<file path="config.mk">
export PLATFORM = sky130hd
export DESIGN_NAME = canny_hysteresis
export DESIGN_NICKNAME = d
export VERILOG_FILES = /design/src/rtl/canny_hysteresis.sv
export SDC_FILE = /design/constraint.sdc
export NUM_CORES = 2
export LEC_CHECK = 0
export BUFFER_PORTS_ARGS = -buffer_cell sky130_fd_sc_hd__buf_2
export CAP_MARGIN = 40
export CORE_MARGIN = 8
export CORE_UTILIZATION = 35
export DETAILED_ROUTE_END_ITERATION = 10
export HOLD_SLACK_MARGIN = 0.08
export MAX_ROUTING_LAYER = met4
export PLACE_DENSITY_LB_ADDON = 0.12
export SETUP_SLACK_MARGIN = 0.3
export SLEW_MARGIN = 20
export SYNTH_ARGS = -nofsm -noshare
export SYNTH_HDL_FRONTEND = slang
export SYNTH_SLANG_ARGS = --single-unit
</file>
<file path="constraint.sdc">
create_clock -name clk -period 28.9 [get_ports clk]
set_input_delay 5.78 -clock clk [delete_from_list [all_inputs] [get_ports clk]]
set_output_delay 5.78 -clock clk [all_outputs]
set_load 0.005 [all_outputs]
</file>
<file path="src/rtl/canny_hysteresis.sv">
// canny_hysteresis: final Canny stage.
// Classifies the NMS magnitude stream into strong / weak / none against two
// runtime thresholds, then applies single-pass 8-neighbour hysteresis over a
// 3x3 class window fed by two 2-bit line buffers. Emits a binary edge map
// (8'hFF / 8'h00) in raster order. The last row plus one pixel is flushed
// autonomously at end of frame, with class-0 bottom padding.
//
// Window geometry: accepting input (r, x) shifts in the column
// {row r-2, row r-1, row r} at column x. The centre of the window is then the
// middle entry of the previous column, which is linear index k-IMG_W-1. The
// centre position is tracked by its own counters so that out-of-image
// neighbours (including line-wrap aliases) are masked explicitly.
module canny_hysteresis #(
    parameter int IMG_W = 640,
    parameter int IMG_H = 480
) (
    input  logic       clk,
    input  logic       rst_n,
    input  logic       valid_in,
    input  logic       sof,
    input  logic [7:0] pix_in,
    input  logic [7:0] th_low,
    input  logic [7:0] th_high,
    output logic       in_ready,
    output logic       valid_out,
    output logic [7:0] edge_out,
    output logic       frame_done,
    output logic       err
);

    localparam int CW = (IMG_W > 1) ? $clog2(IMG_W) : 1;
    localparam int RW = (IMG_H > 1) ? $clog2(IMG_H) : 1;
    localparam logic [CW-1:0] COL_LAST = CW'(IMG_W - 1);
    localparam logic [RW-1:0] ROW_LAST = RW'(IMG_H - 1);

    localparam logic [1:0] CLS_NONE   = 2'd0;
    localparam logic [1:0] CLS_WEAK   = 2'd1;
    localparam logic [1:0] CLS_STRONG = 2'd2;

    typedef enum logic [1:0] {
        ST_IDLE   = 2'd0,
        ST_STREAM = 2'd1,
        ST_FLUSH  = 2'd2
    } state_t;

    state_t state_reg, state_next;

    // Input position of the next pixel to be accepted
    logic [CW-1:0] col_reg, col_next;
    logic [RW-1:0] row_reg, row_next;
    // Position of the centre pixel whose output is produced next
    logic [CW-1:0] out_col_reg, out_col_next;
    logic [RW-1:0] out_row_reg, out_row_next;

    logic [7:0] th_low_reg, th_high_reg;

    // Window columns, packed as {top[5:4], mid[3:2], bottom[1:0]}
    logic [5:0] win_l_reg, win_c_reg, win_r_reg;
    logic [5:0] new_col;

    // Line buffers: lb0 holds the previous row, lb1 the row before that
    logic [1:0] lb0_mem [IMG_W];
    logic [1:0] lb1_mem [IMG_W];
    logic [1:0] rd0_reg, rd1_reg;

    logic          accept, restart, flush_step, err_set, adv, emit;
    logic          last_in_pos, out_last;
    logic [CW-1:0] pos_col;
    logic [RW-1:0] pos_row;

    logic [7:0] lo_sel, hi_sel, lo_eff;
    logic [1:0] pix_class;

    logic [7:0][1:0] nb_class;
    logic [7:0]      nb_ok;
    logic [7:0]      nb_strong;
    logic [1:0]      ctr_class;
    logic            top_ok, bot_ok, left_ok, right_ok;
    logic            is_edge;

    assign in_ready    = (state_reg != ST_FLUSH);
    assign last_in_pos = (row_reg == ROW_LAST) && (col_reg == COL_LAST);
    assign out_last    = (out_row_reg == ROW_LAST) && (out_col_reg == COL_LAST);

    // State register
    always_ff @(posedge clk or negedge rst_n) begin
        if (!rst_n) begin
            state_reg <= ST_IDLE;
        end else begin
            state_reg <= state_next;
        end
    end

    // Next state plus accept / restart / error decisions
    always_comb begin
        state_next = state_reg;
        accept     = 1'b0;
        restart    = 1'b0;
        flush_step = 1'b0;
        err_set    = 1'b0;
        case (state_reg)
            ST_IDLE: begin
                // Non-sof pixels while idle are silently ignored
                if (valid_in && sof) begin
                    accept     = 1'b1;
                    restart    = 1'b1;
                    state_next = ST_STREAM;
                end
            end
            ST_STREAM: begin
                if (valid_in) begin
                    accept = 1'b1;
                    if (sof) begin
                        // Mid-frame sof: abandon the current frame, no flush
                        restart = 1'b1;
                        err_set = 1'b1;
                    end else if (last_in_pos) begin
                        state_next = ST_FLUSH;
                    end
                end
            end
            ST_FLUSH: begin
                flush_step = 1'b1;
                if (valid_in) begin
                    err_set = 1'b1;
                end
                if (out_last) begin
                    state_next = ST_IDLE;
                end
            end
            default: begin
                state_next = ST_IDLE;
            end
        endcase
    end

    // Position bookkeeping for input and centre counters
    always_comb begin
        adv          = accept || flush_step;
        pos_col      = restart ? '0 : col_reg;
        pos_row      = restart ? '0 : row_reg;
        col_next     = col_reg;
        row_next     = row_reg;
        out_col_next = out_col_reg;
        out_row_next = out_row_reg;
        // An output exists once k >= IMG_W+1, i.e. past pixel (1,0)
        emit = flush_step ||
               (accept && (pos_row != '0) && ((pos_row != RW'(1)) || (pos_col != '0)));
        if (adv) begin
            col_next = (pos_col == COL_LAST) ? '0 : pos_col + CW'(1);
        end
        if (accept) begin
            if (pos_col == COL_LAST) begin
                row_next = (pos_row == ROW_LAST) ? '0 : pos_row + RW'(1);
            end else begin
                row_next = pos_row;
            end
        end
        if (restart) begin
            out_col_next = '0;
            out_row_next = '0;
        end else if (emit) begin
            if (out_col_reg == COL_LAST) begin
                out_col_next = '0;
                out_row_next = (out_row_reg == ROW_LAST) ? '0 : out_row_reg + RW'(1);
            end else begin
                out_col_next = out_col_reg + CW'(1);
            end
        end
    end

    // Counter registers
    always_ff @(posedge clk or negedge rst_n) begin
        if (!rst_n) begin
            col_reg     <= '0;
            row_reg     <= '0;
            out_col_reg <= '0;
            out_row_reg <= '0;
        end else begin
            col_reg     <= col_next;
            row_reg     <= row_next;
            out_col_reg <= out_col_next;
            out_row_reg <= out_row_next;
        end
    end

    // Threshold latch on every accepted sof
    always_ff @(posedge clk or negedge rst_n) begin
        if (!rst_n) begin
            th_low_reg  <= 8'd0;
            th_high_reg <= 8'd0;
        end else if (restart) begin
            th_low_reg  <= th_low;
            th_high_reg <= th_high;
        end
    end

    // Pixel classification; the sof pixel uses the live thresholds
    always_comb begin
        lo_sel    = restart ? th_low  : th_low_reg;
        hi_sel    = restart ? th_high : th_high_reg;
        // An inverted pair collapses the weak band to nothing
        lo_eff    = (lo_sel > hi_sel) ? hi_sel : lo_sel;
        pix_class = CLS_NONE;
        if (!flush_step) begin
            if (pix_in >= hi_sel) begin
                pix_class = CLS_STRONG;
            end else if (pix_in >= lo_eff) begin
                pix_class = CLS_WEAK;
            end
        end
    end

    assign new_col = {rd1_reg, rd0_reg, pix_class};

    // Line buffers with registered read. The read address is the column of
    // the next pixel, so rd*_reg always mirrors lbX_mem[col_reg]; the write
    // address (current column) never equals it because IMG_W >= 3.
    always_ff @(posedge clk) begin
        if (adv) begin
            lb0_mem[pos_col] <= pix_class;
            lb1_mem[pos_col] <= rd0_reg;
        end
        rd0_reg <= lb0_mem[col_next];
        rd1_reg <= lb1_mem[col_next];
    end

    // 3x3 window shift, one column per accepted pixel or flush step
    always_ff @(posedge clk or negedge rst_n) begin
        if (!rst_n) begin
            win_l_reg <= '0;
            win_c_reg <= '0;
            win_r_reg <= '0;
        end else if (adv) begin
            win_l_reg <= win_c_reg;
            win_c_reg <= win_r_reg;
            win_r_reg <= new_col;
        end
    end

    // Neighbourhood of the centre after this shift, with image-edge masks
    always_comb begin
        top_ok    = (out_row_reg != '0);
        bot_ok    = (out_row_reg != ROW_LAST);
        left_ok   = (out_col_reg != '0);
        right_ok  = (out_col_reg != COL_LAST);
        ctr_class = win_r_reg[3:2];
        nb_class[0] = win_c_reg[5:4];  nb_ok[0] = top_ok && left_ok;
        nb_class[1] = win_r_reg[5:4];  nb_ok[1] = top_ok;
        nb_class[2] = new_col[5:4];    nb_ok[2] = top_ok && right_ok;
        nb_class[3] = win_c_reg[3:2];  nb_ok[3] = left_ok;
        nb_class[4] = new_col[3:2];    nb_ok[4] = right_ok;
        nb_class[5] = win_c_reg[1:0];  nb_ok[5] = bot_ok && left_ok;
        nb_class[6] = win_r_reg[1:0];  nb_ok[6] = bot_ok;
        nb_class[7] = new_col[1:0];    nb_ok[7] = bot_ok && right_ok;
    end

    genvar gi;
    generate
        for (gi = 0; gi < 8; gi++) begin : g_nb
            assign nb_strong[gi] = nb_ok[gi] && (nb_class[gi] == CLS_STRONG);
        end
    endgenerate

    assign is_edge = (ctr_class == CLS_STRONG) ||
                     ((ctr_class == CLS_WEAK) && (|nb_strong));

    // Registered output stage
    always_ff @(posedge clk or negedge rst_n) begin
        if (!rst_n) begin
            valid_out  <= 1'b0;
            edge_out   <= 8'h00;
            frame_done <= 1'b0;
        end else begin
            valid_out  <= emit;
            edge_out   <= (emit && is_edge) ? 8'hFF : 8'h00;
            frame_done <= emit && flush_step && out_last;
        end
    end

    // Sticky error flag
    always_ff @(posedge clk or negedge rst_n) begin
        if (!rst_n) begin
            err <= 1'b0;
        end else if (err_set) begin
            err <= 1'b1;
        end
    end

endmodule

</file>
==> results.yml <==
sta:
  maxClockFrequency_mhz: 76.8
  worst_slew_pin_slew_ps: 1100
  finalClockSkew_ps: 71.0
  hold_viol_final: 0
  finalCriticalPeriod_ps: 13020
  worst_slew_margin_rel_pct: 27.0
  final-setup-viol-count: 0
  fin_setup_tns_ps: 0
  drv_slew: 0
  finalCritPeriodShare_pct: 45.0
  rsz_0062_raised_after_global_routing: "false"
  final_critical_path_setup_slack_ps: 15880
synth:
  synthArstFlopShare_pct: 2.73
  post_synth_main_area_contributors: "sky130_fd_sc_hd__edfxtp_1, sky130_fd_sc_hd__nand2_1, sky130_fd_sc_hd__nand3_1"
  synth_area_per_cell_sq_um: 12.2
  ys_seq_area_share_pct: 68.9
  postSynthRegisterBits: 2636
  postSynth.topFlopCell: "sky130_fd_sc_hd__edfxtp_1"
  post_synth_inst_count: 9364
  post-synth-top-area-fraction_pct: 67.3
  netlist_area_sq_um: 114000
  synthDistinctLibCells: 87
  number_of_synthesized_flops_with_an_enable_pin: 2560
  synth_fp_nets: 9429
  synth.yosys.warnings: 0
  synth_top_cell_by_area: "sky130_fd_sc_hd__edfxtp_1"
final_layout:
  final_net_count: 9259
  syn_to_final_growth_pct: 13.3
  biggestRegsByFlops: "lb0_mem (1280), lb1_mem (1280)"
  leading_cell_types_in_the_layout_fill_and_taps_excluded: "sky130_fd_sc_hd__edfxtp_1, sky130_fd_sc_hd__nand2_1, sky130_fd_sc_hd__nand3_1"
  finalInstanceArea_sq_um: 129000
  layout-drive-gt1-share_pct: 9.15
  mostFrequentLayoutCell: "sky130_fd_sc_hd__edfxtp_1"
  fillerInstances: 30471
grt:
  grt-ovfl-total: 0
  number_of_global_route_vias_before_repair: 76759
  wire_length_of_the_first_global_routing_pass_mm: 557
  antenna_violations_before_repair: 26
  global_route_usage_over_all_layers_pct: 22.1
  use_met2_pct: 34.4
  globalRouteMet3Util_pct: 2.61
  grt_start_max_net_pins: 197
  grt_use_met1_pct: 30.6
  grt_busiest_layer: "met2"
cts:
  clock_tree.htree_level_count: 5
  tritoncts_clock_tree: "yes"
  cts_hold_repair.buffers: 0
  cts.repair.resized: 0
  cts_buffer_depth: 4
  postCtsSetupBuffers: 0
  clock-sinks: 2636
  clock_tree.root_cell: "sky130_fd_sc_hd__clkbuf_16"
  clk_pin_slew_ps: 50
  clock_insertion_delay_worst_skew_ps: 920
  cts_made_buffers: 303
pwr:
  cellLeakagePower_nw: 43.0
  power_density_nw_per_um2: 120
  worst_ir_drop_vdd_v: 0.000143
drt:
  routed_wirelength_normalized_by_instance_count_um: 28.0
  drt-total-wl_mm: 385
  vias: 79001
  ant_nets: 0
  detailedRoute.firstIterationViolations: 8362
  drc: 0
  routed_via_density: 5.74
  1st_pass_router_iterations: 8
die:
  rows: 209
  coreArea_sq_um: 325000
  dieWidth_um: 587
  floorplan.io_pins: 40
  initial_core_util_pct: 35.2
  fp.dieH_um: 587
  fp.dieArea_sq_um: 345000
placed_design:
  routabilityCongestion: 0.837
  hpwl_mm: 224
  dp_worst_setup_slack_ps: 15330
  dpl_cell_area_sq_um: 119000
  port_buffers: 39
critical_path:
  setup.worst_path.end_class: "flip-flop"
  worst_r2r_startpoint: "state_reg[1]"
  critPathMaxFanout: 135
  worstSetupPathType: "in -> reg"
  worst_setup_path_start_kind: "input pin"
  required_time_at_the_worst_slack_endpoint_ps: 29600
  crit_path_start: "valid_in"
  worst-endpoint-arrival_ps: 13720
  rr_worst_depth: 21
job:
  cap_violations: 0
hold_path:
  hold_path_class: "reg -> reg"
  origin_of_the_worst_min_delay_path: "win_c_reg[1]"
  min_path_cells: 2
run_status:
  outcome: "completed"
-- report_power, final --
group	total (mW)	switching, mW	internal (mW)
logic	6.66	4.92	1.74
clock network	3.80	1.60	2.20
registers	5.07	0.0597	5.01
-- layout make-up --
type	count	area, sq um	area share [%]
Sequential cell	2636	78800	60.8
Multi-Input combinational cell	5901	32400	25.0
Clock buffer	364	7940	6.13
Tap cell	4325	5410	4.18
Timing Repair Buffer	299	2970	2.29
Clock inverter	181	1770	1.37
Inverter	53	246	0.190
Antenna cell	5	12.5	0.00966
-- through the flow --
step / hold WS (ps) / utilization, % / power [mW] / instances
final: 459 / 39.9 / 15.5 / 13764
after global routing: 496 / 39.9 / 16.2 / 13763
after CTS: 462 / 39.8 / 15.6 / 13744
after detailed placement: 450 / 36.8 / 11.8 / 13199
after global placement: 445 / 36.6 / 11.7 / 13161
after floorplan: 430 / - / 9.59 / 9364
-- critical path, cell delays in order --
cell,delay (ps)
sky130_fd_sc_hd__buf_2,200
sky130_fd_sc_hd__o211ai_1,220
sky130_fd_sc_hd__nand2_1,180
sky130_fd_sc_hd__inv_1,90
sky130_fd_sc_hd__ha_1,320
sky130_fd_sc_hd__and4_1,340
sky130_fd_sc_hd__and3_1,370
sky130_fd_sc_hd__o221a_4,420
sky130_fd_sc_hd__inv_8,540
sky130_fd_sc_hd__buf_12,640
sky130_fd_sc_hd__buf_12,490
sky130_fd_sc_hd__buf_4,570
sky130_fd_sc_hd__buf_4,590
sky130_fd_sc_hd__a21oi_1,90
sky130_fd_sc_hd__o21ai_0,240
sky130_fd_sc_hd__nand4_1,180
sky130_fd_sc_hd__a22oi_1,450
sky130_fd_sc_hd__o21ai_0,370
sky130_fd_sc_hd__a221oi_1,1000
sky130_fd_sc_hd__a2111oi_2,90
-- cell families (layout without fill, tap and decap cells) --
logic type               Yosys count  in the layout  synth area share [%]
AND/OR/NAND/NOR                 3953           3953                  14.8
flip-flops                      2636           2636                  68.9
AO/OA/AOI/OAI                   1585           1585                  9.80
buffers and inverters            827            897                  3.08
multiplexers                     311            311                  2.87
adder cells (fa/ha/maj)           39             39                 0.423
XOR/XNOR                          13             13                0.0997
other                              0              5                     0
-- routing by layer --
layer / vias to the layer above / routed length, um
li1: 34903 / -
met4: 0 / 11800
met2: 3012 / 177000
met1: 40470 / 171000
met5: - / 0
met3: 616 / 25100
-- final timing paths --
| path | endpoint | slack, ps |
|---|---|---|
| worst min register to register | win_c_reg[1] | 460 |
| worst min-delay path | win_c_reg[1] | 460 |
| max in group asynchronous | col_reg[0] | 23430 |
| worst max-delay path | rd1_reg[0] | 15880 |
| worst max register to register | rd1_reg[0] | 20100 |
| min in group asynchronous | th_high_reg[5] | 4850 |
-- synthesized netlist by cell type, types with 34 or more instances --
library cell and n:
sky130_fd_sc_hd__edfxtp_1 2560, sky130_fd_sc_hd__nand2_1 1929, sky130_fd_sc_hd__nand3_1 847, sky130_fd_sc_hd__nor2_1 769, sky130_fd_sc_hd__clkbuf_1 435, sky130_fd_sc_hd__a21oi_1 323
sky130_fd_sc_hd__mux2i_1 277, sky130_fd_sc_hd__a221oi_1 267, sky130_fd_sc_hd__a31oi_1 223, sky130_fd_sc_hd__buf_2 217, sky130_fd_sc_hd__and3_1 157, sky130_fd_sc_hd__o21ai_0 157
sky130_fd_sc_hd__a211oi_1 150, sky130_fd_sc_hd__buf_1 94, sky130_fd_sc_hd__nor3_1 80, sky130_fd_sc_hd__dfrtp_1 72, sky130_fd_sc_hd__a311oi_1 70, sky130_fd_sc_hd__a22oi_1 54
sky130_fd_sc_hd__nand4_1 52, sky130_fd_sc_hd__a221o_1 51, sky130_fd_sc_hd__inv_1 47, sky130_fd_sc_hd__o31ai_1 43, sky130_fd_sc_hd__ha_1 37, sky130_fd_sc_hd__nor4_1 34
Power figures use the tool's default switching activity.
